`src/rtl/usb_tx_scheduler.sv`:
```
// Transmit sequencer for usb_tx: arbitrates ACK > NAK > DATA requests, holds the packet code
// for one USB bit time, waits for EOP (with timeout), then enforces an inter-packet gap.
`timescale 1ns/1ps
module usb_tx_scheduler #(
  parameter int unsigned HoldCycles    = 9,
  parameter int unsigned GapCycles     = 17,
  parameter int unsigned TimeoutCycles = 8192,
  parameter int unsigned MaxSize       = 64
) (
  input  logic       clk,
  input  logic       rst,
  input  logic       ack_req,
  input  logic       nak_req,
  input  logic       data_req,
  input  logic [6:0] data_size,
  input  logic       tx_done,
  output logic [1:0] tx_packet,
  output logic [6:0] tx_packet_size,
  output logic       busy,
  output logic       sent,
  output logic [1:0] sent_type,
  output logic       timeout_err
);

  localparam int unsigned CntW = $clog2(TimeoutCycles + 1);

  typedef enum logic [1:0] {
    PktIdle = 2'b00,
    PktData = 2'b01,
    PktNak  = 2'b10,
    PktAck  = 2'b11
  } pkt_e;

  typedef enum logic [1:0] {StIdle, StIssue, StWaitDone, StGap} state_e;

  state_e          state_q, state_d;
  logic [CntW-1:0] cnt_q, cnt_d;
  logic            ack_pend_q, ack_pend_d;
  logic            nak_pend_q, nak_pend_d;
  logic            data_pend_q, data_pend_d;
  logic [6:0]      pend_size_q, pend_size_d;
  pkt_e            gnt_q, gnt_d;
  pkt_e            tx_packet_q, tx_packet_d;
  logic [6:0]      tx_size_q, tx_size_d;
  logic            sent_q, sent_d;
  pkt_e            sent_type_q, sent_type_d;
  logic            tout_q, tout_d;
  pkt_e            gnt_code;
  logic [6:0]      size_clamped;

  assign size_clamped = (data_size > 7'(MaxSize)) ? 7'(MaxSize) : data_size;

  always_comb begin
    state_d     = state_q;
    cnt_d       = cnt_q + CntW'(1);
    gnt_d       = gnt_q;
    tx_packet_d = tx_packet_q;
    tx_size_d   = tx_size_q;
    sent_d      = 1'b0;
    sent_type_d = sent_type_q;
    tout_d      = 1'b0;
    gnt_code    = PktIdle;

    unique case (state_q)
      StIdle: begin
        cnt_d = '0;
        if (ack_pend_q)       gnt_code = PktAck;
        else if (nak_pend_q)  gnt_code = PktNak;
        else if (data_pend_q) gnt_code = PktData;
        if (gnt_code != PktIdle) begin
          state_d     = StIssue;
          gnt_d       = gnt_code;
          tx_packet_d = gnt_code;
          if (gnt_code == PktData) tx_size_d = pend_size_q;
        end
      end
      StIssue: begin
        if (cnt_q == CntW'(HoldCycles - 1)) begin
          state_d     = StWaitDone;
          tx_packet_d = PktIdle;
          cnt_d       = '0;
        end
      end
      StWaitDone: begin
        // tx_done takes precedence over a coincident timeout expiry
        if (tx_done) begin
          state_d     = StGap;
          sent_d      = 1'b1;
          sent_type_d = gnt_q;
          cnt_d       = '0;
        end else if (cnt_q == CntW'(TimeoutCycles - 1)) begin
          state_d = StGap;
          tout_d  = 1'b1;
          cnt_d   = '0;
        end
      end
      StGap: begin
        if (cnt_q == CntW'(GapCycles - 1)) begin
          state_d = StIdle;
          cnt_d   = '0;
        end
      end
      default: state_d = StIdle;
    endcase

    // A request arriving on its own grant edge stays pending for a later packet
    ack_pend_d  = (ack_pend_q && gnt_code != PktAck) || ack_req;
    nak_pend_d  = (nak_pend_q && gnt_code != PktNak) || nak_req;
    data_pend_d = (data_pend_q && gnt_code != PktData) || data_req;
    pend_size_d = data_req ? size_clamped : pend_size_q;
  end

  always_ff @(posedge clk) begin
    if (rst) begin
      state_q     <= StIdle;
      cnt_q       <= '0;
      ack_pend_q  <= 1'b0;
      nak_pend_q  <= 1'b0;
      data_pend_q <= 1'b0;
      pend_size_q <= '0;
      gnt_q       <= PktIdle;
      tx_packet_q <= PktIdle;
      tx_size_q   <= '0;
      sent_q      <= 1'b0;
      sent_type_q <= PktIdle;
      tout_q      <= 1'b0;
    end else begin
      state_q     <= state_d;
      cnt_q       <= cnt_d;
      ack_pend_q  <= ack_pend_d;
      nak_pend_q  <= nak_pend_d;
      data_pend_q <= data_pend_d;
      pend_size_q <= pend_size_d;
      gnt_q       <= gnt_d;
      tx_packet_q <= tx_packet_d;
      tx_size_q   <= tx_size_d;
      sent_q      <= sent_d;
      sent_type_q <= sent_type_d;
      tout_q      <= tout_d;
    end
  end

  assign tx_packet      = tx_packet_q;
  assign tx_packet_size = tx_size_q;
  assign busy           = (state_q != StIdle);
  assign sent           = sent_q;
  assign sent_type      = sent_type_q;
  assign timeout_err    = tout_q;

endmodule
```
`config.mk`:
```
export PLATFORM = sky130hd
export DESIGN_NAME = usb_tx_scheduler
export DESIGN_NICKNAME = d
export VERILOG_FILES = /design/src/rtl/usb_tx_scheduler.sv
export SDC_FILE = /design/constraint.sdc
export NUM_CORES = 1
export LEC_CHECK = 0
export BUFFER_PORTS_ARGS = -buffer_cell sky130_fd_sc_hd__buf_2
export CORE_UTILIZATION = 52
export DETAILED_ROUTE_END_ITERATION = 8
export PLACE_DENSITY = 0.84
export SETUP_SLACK_MARGIN = 0.2
export SKIP_LAST_GASP = 1
export SLEW_MARGIN = 40
export SYNTH_ARGS = -nofsm -noshare
export SYNTH_HDL_FRONTEND = slang
export SYNTH_SLANG_ARGS = --single-unit
```
`constraint.sdc`:
```
create_clock -name clk -period 2.6 [get_ports clk]
set_input_delay 0 -clock clk [delete_from_list [all_inputs] [get_ports clk]]
set_output_delay 0 -clock clk [all_outputs]
set_load 0.03 [all_outputs]
```
* Yosys cells after proc, flatten, opt, wreduce, memory -nomap -nowiden
Index checks and enable logic that the tools add are counted.
Storage, ports and cells: RAM bits 0, output and inout port bits 14, input bits 13, memories 0, word-level logic and storage cells 68, register bits after elaboration 41, bits in latches 0, bits in read-only memories 0
Operators by class: multipliers 0, div/mod/pow operators 0, shift operators 0, add/subtract/negate cells 1, bitwise gates (word level) 1, mux-type cells 22, eq/ne operators 14, order comparisons 1, reduce and logical (&&, ||, !) cells 17
Operators by type and width (number):
- $mux W14 | 4
- $pmux W14 S4 | 1
- $mux W2 | 11
- $add A14 B1 Y14 const B | 1
- $eq A14 B13 Y1 const B | 1
- $eq A14 B4 Y1 const B | 1
- $eq A14 B5 Y1 const B | 1
- $ne A2 B2 Y1 const B | 5
- $pmux W2 S4 | 1
- $gt A7 B7 Y1 const B | 1
- $mux W7 | 1
- $reduce_and A3 Y1 | 2
- $reduce_bool A2 Y1 | 3
- $eq A2 B1 Y1 const B | 2
- $eq A2 B2 Y1 const B | 2
- $pmux W2 S2 | 1
- $reduce_and A2 Y1 | 2
- $reduce_and A4 Y1 | 1
- $logic_and A1 B1 Y1 | 3
- $logic_or A1 B1 Y1 | 3
- $mux W1 | 3
- $ne A3 B3 Y1 const B | 1
- $reduce_or A3 Y1 | 1
- $logic_not A2 Y1 | 1
- other kinds (3) | 3

* Logic depth before layout (Yosys ltp)
Gate-level depths: netlist (run 1).
depth in word-level cells 8, depth in mapped cells 8

* Worst setup path before layout (run 1)
OpenSTA, ideal clock, no wires.
kind register -> register, start register cnt_q[0], end register cnt_q[4], cell stages (with the launch flop) 8, data arrival time 1.725 ns, slack 0.761 ns, buffers on the path 1, required time 2.485 ns, path through dfxtp_1 -> ha_1 -> nand3_2 -> or3_4 -> o311ai_4 -> a211o_2 -> buf_6 -> nor2_1
On the way: cells in the longest elaborated chain, start to end 4, elaborated cells on any way between the ends 9, those cells by class 1 x add/sub; 3 x eq/ne; 5 x mux
Ends and longest elaborated chain:
- start: declaration | RTL line 37 | logic [CntW-1:0] cnt_q, cnt_d;
- start signal: assignment | RTL line 129 | cnt_q <= cnt_d;
- $add A14 B1 Y14 or $eq A14 B13 Y1 (tied branches) | RTL line 55, 91
- $mux W14 | RTL line 91 | end else if (cnt_q == CntW'(TimeoutCycles - 1)) begin
- $mux W14 | RTL line 86 | if (tx_done) begin
- $pmux W14 S4 (*) | RTL line 64 | unique case (state_q)
Every way passes the cells marked *; elsewhere a longest branch is shown, timed or not. A chain may end at the register's enable or synchronous reset.

* Worst setup path in the final report (run 1)
start register cnt_q[0], end register cnt_q[7]
The elaborated chain is that of the path after synthesis.

==> results of run 1 <==
## placed cells by master, fill, tap and decap left out, drive strengths merged, types with 2 or more instances in the layout
| cell | netlist | final |
|---|---|---|
| a21oi | 17 | 17 |
| buf | 1 | 27 |
| clkbuf | 6 | 6 |
| dfxtp | 41 | 41 |
| dlygate4sd3 | 0 | 16 |
| ha | 6 | 6 |
| inv | 14 | 14 |
| mux2i | 9 | 9 |
| nand2 | 10 | 10 |
| nand2b | 8 | 8 |
| nand3 | 8 | 8 |
| nand3b | 6 | 6 |
| nand4 | 3 | 3 |
| nor2 | 32 | 32 |
| nor2b | 2 | 2 |
| nor3 | 4 | 4 |
| nor4 | 2 | 2 |
| or3 | 2 | 2 |
| xnor2 | 7 | 7 |
| xor2 | 5 | 5 |
## report_power, final
group / leakage [uW] / internal, uW / total (uW) / switching [uW]
combinational: 0.000464 / 187 / 473 / 286
clock: 0.0000445 / 228 / 438 / 210
sequential: 0.000333 / 683 / 724 / 41.1
## layout make-up
class                           count  area, um2  share of cell area [%]
Multi-Input combinational cell    137        880                    40.1
Sequential cell                    41        821                    37.4
Timing Repair Buffer               43        298                    13.6
Tap cell                           44       55.1                    2.51
Inverter                           14       52.6                    2.39
Clock buffer                        6       51.3                    2.34
Clock inverter                      2       37.5                    1.71
## metal layers
layer	wire length (um)	vias to the layer above	track usage [%]
met4	78	0	10.1
li1	-	757	-
met1	1660	689	26.6
met2	1740	30	38.0
met3	156	9	7.46
met5	0	-	0
## sequential cells by signal, indices dropped and copies added, names as in the netlist
signal	count
sent	1
gnt_q	2
sent_type	2
cnt_q	14
nak_pend_q	1
timeout_err	1
tx_packet	2
data_pend_q	1
state_q	2
tx_packet_size	7
pend_size_q	7
ack_pend_q	1
## worst register-to-register path: cells and delay by family (launching register included)
kind	cells	cell delay, ns
fa+ha+maj	1	0.22
simple gates	3	0.62
flops	1	0.41
compound gates	2	0.63
## cells by family (layout without fill, tap and decap cells)
kind of cell	count (synthesis)	count (layout)	synth area share, %
and+or+nand+nor	83	83	24.0
DFF	41	41	45.9
AOI/OAI and AO/OA	27	27	10.1
buffers and inverters	21	65	4.83
xor gates and xnor gates	12	12	5.88
muxes	9	9	5.04
adders and majority gates	6	6	4.20
## through the flow
stage               setup WS [ns]  util (%)  hold slack, ns
finish                      0.616      69.6          0.0282
global route                0.397      69.6          0.0905
CTS                         0.610      69.6          0.0138
detailed placement          0.626      61.7           0.224
global placement            0.680      61.7           0.208
floorplan                   0.761         -           0.117
## worst min path at each step
| stage | to | slack, ns | cells after the start |
|---|---|---|---|
| 3_5_place_dp | nak_pend_q | 0.22 | 3 |
| 5_1_grt | data_pend_q | 0.09 | 3 |
| 3_3_place_gp | ack_pend_q | 0.21 | 3 |
| 2_1_floorplan | ack_pend_q | 0.12 | 2 |
| 6_report | data_pend_q | 0.03 | 3 |
| 4_1_cts | data_pend_q | 0.01 | 3 |
## repair_timing
item                       4_1_cts  5_1_grt
hold buffers                    16        0
buffers inserted                 0        0
setup endpoints to repair        0        0
hold endpoints to repair        13        0
==> run metrics, run 1 <==
status=completed; CP Data Required Time=2.84 ns; Clock Skew=about 0.012 ns; Hold Path Origin=data_req; PwrDens=745 nW/um2; maximum buffer depth of the clock tree=2; fin area=about 2200 um2; layout cells sized above 1=16.9%; highest clock rate=0.504 GHz; Synth Instances=a little under 200; IO buf count=26; CP Launch Type=flop; routed len/inst=approximately 13 um; Synth area leaders=dfxtp_1 46%, nor2_1 6.7%, mux2i_1 5.0%; Yosys warnings=0; CP Capture Point=cnt_q[7]; number of DRC markers in iteration 0=83; r2r setup slk=0.62 ns; Yosys top cell by area=dfxtp_1; Setup crit start=cnt_q[0]; fin crit period=1.98 ns; Max Cap Viol=0; Max Transition Viols Final=0; setup repair after global routing missed its margin=no; Synth Flop Type=dfxtp_1; Synth top area share=45.9%; Post-synth top cells=41 x dfxtp_1, 32 x nor2_1, 17 x a21oi_1; sequential element share of the synthesized area=a little under half; CTS tree=yes; remaining antenna violation count=0; I/O pin cnt=27; Fin Setup TNS=0 ns; static leakage=0.000842 uW; total clock sinks=41; core area=3150 um2; Slew @ Worst Pin=0.510 ns; GPL Wtd Cong=~0.88; period utilization=76.3%; Via Count=1485; Fillers=257; Synth cell types=38; critical path class=reg -> reg; initial core utilization=a little under three fifths; Worst slew margin=66.0%; CP endpoint kind=flop; Reg2Reg Launch Point=cnt_q[0]; antenna violations before repair=0; Clock Latency Late Sink=0.36 ns; max incr delay on CP=0.42 ns; worst reg2reg path depth=6; root buffer cell=clkbuf_4; largest net degree at the start of global routing=30; # diodes=0; routed wire length=approximately 3600 um; final hold violations=0; Setup-failing EPs final=0; CTS clock-pin slew for the worst setup and hold paths=0.13 ns; Die X=60.6 um; Buf/Inv on CP=0; synthesized area=1790 um2; fin cells=287; Die Area=approximately 3700 um2; vias in the first global route=1409; cts repair resizes=0; worst vdd ir=a little over 400 uV; most common cell in the netlist=dfxtp_1; Crit Path Max Fanout=14; Worst R2R End=cnt_q[7]; Post-Syn Nets=between 200 and 250; hpwl dp=around 2300 um; placed cells=263; NumNets Final=261; critical path's top delay family=compound AO/OA/AOI/OAI gates; Final Power=1640 uW; cells along the critical path=ha_1 -> nand3_2 -> or3_4 -> o311ai_4 -> a211o_2 -> nor2_1; first-pass GRT wire length=6020 um; Avg Cell Area, Syn=between 8 and 9 um2; Synth Register Bits=41; total track usage=about 23%; WP depth=6; slowest stage cell, crit path=or3_4; asr flop ratio synth=0%; Rows=20; htree depth=2; DIE HEIGHT=60.6 um; first-pass iteration count of the detailed router=4; CTS Buf Count=5; Layout area overhead=22.8%; Data arrival, critical path=roughly 2.2 ns; Area after DPL=1950 um2; grt ovf=0; vias per cell=~5.2; Hold Path Class=in -> reg; DRC=0; number of flops mapped to enable cells by yosys=0
Note: power is estimated with default switching activity, not from simulation.
==> run 2: changes to the inputs <==
==> constraint.sdc (replaced) <==
create_clock -name clk -period 1.86 [get_ports clk]
set_input_delay 0 -clock clk [delete_from_list [all_inputs] [get_ports clk]]
set_output_delay 0 -clock clk [all_outputs]
set_load 0.03 [all_outputs]
==> run 2 against run 1 <==
- cell count up 2.8%
- hold slack improved by 0.016 ns
- first-iteration DRC count is 54% higher
- design area up 7.9%
- die area did not move
- global-route usage increased by 1.1 points
- register-to-register slack worse by 0.53 ns
- critical endpoint is now cnt_q[12]
- largest cell class unchanged
==> run metrics, run 2 (same netlist as run 1, synthesis figures left out) <==
status=completed; Biggest register=cnt_q; Data arrival, critical path=2.02 ns; Setup-failing EPs final=0; r2r setup slk=0.09 ns; CTS tree=yes; Max Transition Viols Final=0; critical path's top delay family=compound AO/OA/AOI/OAI gates; hold endpoint=pend_size_q[2]; routed len/inst=approximately 15 um; Worst R2R End=cnt_q[12]; Layout area overhead=32.5%; Crit Path Max Fanout=7; static leakage=0.000894 uW; WHS=0.0445 ns; grt ovf=0; CP endpoint kind=flop; Buf/Inv on CP=0; Hold Path Origin=data_req; root buffer cell=clkbuf_4; I/O pin cnt=27; layout cells sized above 1=30.7%; Fillers=211; slowest stage cell, crit path=dfxtp_4; IO buf count=26; Max Cap Viol=0; routed wire length=4540 um; final hold violations=0; maximum buffer depth of the clock tree=2; worst vdd ir=512 uV; Slew @ Worst Pin=0.576 ns; first-pass iteration count of the detailed router=4; largest net degree at the start of global routing=31; DIE HEIGHT=60.6 um; vias per cell=5.38; cells along the critical path=ha_4 -> nand3_4 -> or3_4 -> o311ai_4 -> a211o_4 -> nor2_2; antenna violations before repair=0; CTS clock-pin slew for the worst setup and hold paths=0.13 ns; period utilization=95.4%; total track usage=a little under a quarter; # diodes=0; post-route setup slack=roughly 0.086 ns; Worst slew margin=61.6%; setup repair after global routing missed its margin=yes; initial core utilization=56.7%; commonest non-fill, non-tap cell in the layout=dfxtp_1; CTS Buf Count=5; Fin Setup TNS=0 ns; remaining antenna violation count=0; number of DRC markers in iteration 0=between 100 and 150; Die Area=3670 um2; fin cells=295; core area=3150 um2; worst reg2reg path depth=6; Reg2Reg Launch Point=cnt_q[0]; hpwl dp=2440 um; CP Data Required Time=approximately 2.1 ns; max FFs per register=14; Hold Path Class=in -> reg; DRC=0; Die X=60.6 um; NumNets Final=roughly 270; pre-CTS setup slack=0.0129 ns; most frequent cells in the layout=36 x dfxtp_1, 26 x nor2_1, 26 x buf_2; Via Count=1586; CP Launch Type=flop; PwrDens=1010 nW/um2; total clock sinks=between 40 and 50; worst hold path depth=3; max incr delay on CP=0.40 ns; GPL Wtd Cong=just under 0.8; critical path class=reg -> reg; vias in the first global route=1444; Clock Skew=0.0165 ns; first-pass GRT wire length=6280 um; highest clock rate=0.564 GHz; fin crit period=1.77 ns; htree depth=2; placed cells=268; Clock Latency Late Sink=0.36 ns; Rows=20
## run 2: repair_timing
item                                    in CTS  in global routing
endpoints found under the setup margin      18                 27
hold endpoints to repair                    12                  0
hold buffers                                12                  0
cloned                                       1                  0
gates resized for setup                     11                 23
buffers inserted                             5                  1
pin swaps                                   20                 11
## run 2: through the flow
step | utilization, % | power, uW | instance area [um2]
2_1_floorplan | - | 1550 | 1810
3_3_place_gp | 63.5 | 1720 | 2000
3_5_place_dp | 63.5 | 1740 | 2000
4_1_cts | 72.1 | 2260 | 2270
5_1_grt | 75.1 | 2510 | 2370
6_report | 75.1 | 2380 | 2370
## run 2: worst max-delay path by stage
stage	from	endpoint	cells past startpoint
6_report	cnt_q[0]	cnt_q[12]	6
5_1_grt	cnt_q[0]	tx_packet[0]	8
4_1_cts	cnt_q[0]	state_q[1]	6
3_5_place_dp	cnt_q[0]	cnt_q[5]	6
3_3_place_gp	cnt_q[0]	cnt_q[1]	6
2_1_floorplan	cnt_q[1]	cnt_q[4]	7
## run 2: worst reg2reg max path: cells and delay by family (launching register included)
kind                     cells  cell delay [ns]
AND/OR/NAND/NOR              3             0.52
AO/OA/AOI/OAI                2             0.60
flip-flops                   1             0.40
adder cells (fa/ha/maj)      1             0.15
## run 2: cell type report
| type | instances | area (um2) | share of cell area [%] |
|---|---|---|---|
| sequential | 41 | 832 | 35.1 |
| multi-input combinational | 138 | 1030 | 43.6 |
| inverter | 14 | 52.6 | 2.22 |
| tap | 44 | 55.1 | 2.33 |
| timing repair buffer | 50 | 348 | 14.7 |
| clock buffer | 8 | 48.8 | 2.06 |
## run 2: where the power goes
part | internal [uW] | total (uW) | switching (uW)
sequential | 958 | 1020 | 60.6
combinational | 411 | 928 | 517
clock | 151 | 432 | 281
total | 1520 | 2380 | 859
## run 2: routing by layer
layer  routed length [um]  part of all wire, %  track usage (%)
met4                   76                  1.7             10.1
met5                    0                    0                0
met1                 1910                   42             28.4
met2                 2320                   51             40.7
met3                  236                  5.2             6.40
==> run 3: changes to the inputs <==
--- a/config.mk
+++ b/config.mk
@@ -6,9 +6,9 @@
 export NUM_CORES = 1
 export LEC_CHECK = 0
 export BUFFER_PORTS_ARGS = -buffer_cell sky130_fd_sc_hd__buf_2
-export CORE_UTILIZATION = 52
+export CORE_UTILIZATION = 55
 export DETAILED_ROUTE_END_ITERATION = 8
-export PLACE_DENSITY = 0.84
+export PLACE_DENSITY = 0.87
 export SETUP_SLACK_MARGIN = 0.2
 export SKIP_LAST_GASP = 1
 export SLEW_MARGIN = 40
==> constraint.sdc (replaced) <==
create_clock -name clk -period 1.86 [get_ports clk]
set_input_delay 0.093 -clock clk [delete_from_list [all_inputs] [get_ports clk]]
set_output_delay 0.093 -clock clk [all_outputs]
set_load 0.03 [all_outputs]
==> run 3 against run 2 <==
- routed wire length shrank 5.3%
- first-iteration DRC count shrank 20%
- count of clock-buffer cells in the layout shrank 2
- global-route usage fell by 0.13 points
- design area shrank 2.0%
- via count fell by 1.2%
- largest power group unchanged
- clock skew shrank 0.0022 ns
- cell count fell by 2.0%
- clock power up 45%
==> run metrics, run 3 (same netlist as run 1, synthesis figures left out) <==
vias per cell=around 5.4; Crit Path Max Fanout=7; antenna violations before repair=0; Layout area overhead=29.8%; Clock Latency Late Sink=approximately 0.36 ns; max FFs per register=14; Via Count=1567; cells along the critical path=ha_1 -> inv_1 -> a21oi_1 -> o22ai_4 -> a211o_4 -> nor2_1; static leakage=0.000877 uW; root buffer cell=clkbuf_4; Worst slew margin=62.4%; Die Area=3480 um2; IO buf count=26; critical path class=reg -> reg; period utilization=approximately 97%; final core utilization=75.4%; Clock Skew=0.0143 ns; Rows=20; status=completed; routed wire length=between 4000 and 5000 um; CP Data Required Time=roughly 2.2 ns; I/O pin cnt=27; fin cells=289; grt ovf=0; routed len/inst=14.9 um; core area=3080 um2; Area after DPL=between 1500 and 2000 um2; Die X=59.0 um; total clock sinks=41; Max Transition Viols Final=0; fin crit period=1.81 ns; Data arrival, critical path=2.10 ns; NumNets Final=263; worst vdd ir=828 uV; PwrDens=1110 nW/um2; commonest non-fill, non-tap cell in the layout=dfxtp_1; setup repair after global routing missed its margin=yes; most frequent cells in the layout=39 x dfxtp_1, 26 x buf_2, 25 x nor2_1; highest clock rate=0.554 GHz; first-pass GRT wire length=6070 um; hpwl dp=2230 um; vias in the first global route=1427; htree depth=2; number of DRC markers in iteration 0=103; first-pass iteration count of the detailed router=4; WHS=around 0.0075 ns; # diodes=0; remaining antenna violation count=0; CTS clock-pin slew for the worst setup and hold paths=between 0.1 and 0.15 ns; worst hold path depth=3; Biggest register=cnt_q; Slew @ Worst Pin=0.563 ns; CTS tree=yes; Max Cap Viol=0; fin area=~2300 um2; total track usage=23.7%; DIE HEIGHT=between 50 and 60 um; CP Launch Type=flop; initial core utilization=about three fifths; largest net degree at the start of global routing=31; placed cells=267; met3 wire len=approximately 200 um; CTS Buf Count=5; slowest stage cell, crit path=dfxtp_1; top routing layer in use=met4; DRC=0; max incr delay on CP=0.45 ns; Hold Path Class=in -> reg; met2 wire len=2190 um; worst reg2reg path depth=6; Setup-failing EPs final=0; GPL Wtd Cong=slightly above 0.8; metal1 wirelength=1760 um; CP endpoint kind=flop; maximum buffer depth of the clock tree=2; final hold violations=0; layout cells sized above 1=~30%
[run 3: worst max-delay path, delay by kind of cell, from the launching register on]
family / cells / cell delay (ns)
adder cells (fa/ha/maj): 1 / 0.28
AO/OA/AOI/OAI: 3 / 0.84
buffers and inverters: 1 / 0.07
AND/OR/NAND/NOR: 1 / 0.11
flip-flops: 1 / 0.45
[run 3: metrics by stage]
stage          setup slack, ns  total power, uW  setup TNS (ns)
6_report                0.0534             2570               0
5_1_grt                -0.0299             2670         -0.0390
4_1_cts                 0.0706             2460               0
3_5_place_dp           0.00515             1730               0
3_3_place_gp            0.0535             1710               0
2_1_floorplan            0.125             1550               0
[run 3: metal layers]
layer  vias up  track usage (%)
met3        17             4.80
met4         0             16.0
li1        766                -
met5         -                0
met2        54             40.3
met1       730             26.8
[run 3: power breakdown]
part	switching [uW]	internal, uW	total (uW)	leakage (uW)
combinational	521	401	921	0.000498
sequential	66.7	956	1020	0.000335
clock	308	319	627	0.0000445
[run 3: final timing paths]
check	startpoint	to	slack [ns]
setup / recovery	state_q[0]	cnt_q[1]	0.05
hold / removal	data_size[5]	pend_size_q[5]	0.007
setup reg to reg	state_q[0]	cnt_q[1]	0.05
hold reg to reg	sent_type[1]	sent_type[1]	0.46
[run 3: area by class of cell]
class	count	area (um2)
Timing Repair Buffer	44	284
Tap cell	44	55.1
Clock inverter	2	37.5
Fill cell	200	758
Clock buffer	6	51.3
Multi-Input combinational cell	138	1010
Inverter	14	52.6
Sequential cell	41	828
[run 3: what timing repair did]
| action | CTS | global route |
|---|---|---|
| pin swaps | 19 | 3 |
| endpoints found under the hold margin | 6 | 0 |
| hold buffers | 6 | 0 |
| gates resized for setup | 10 | 14 |
| endpoints found under the setup margin | 19 | 26 |
| cloned | 1 | 0 |
| buffers inserted | 5 | 2 |
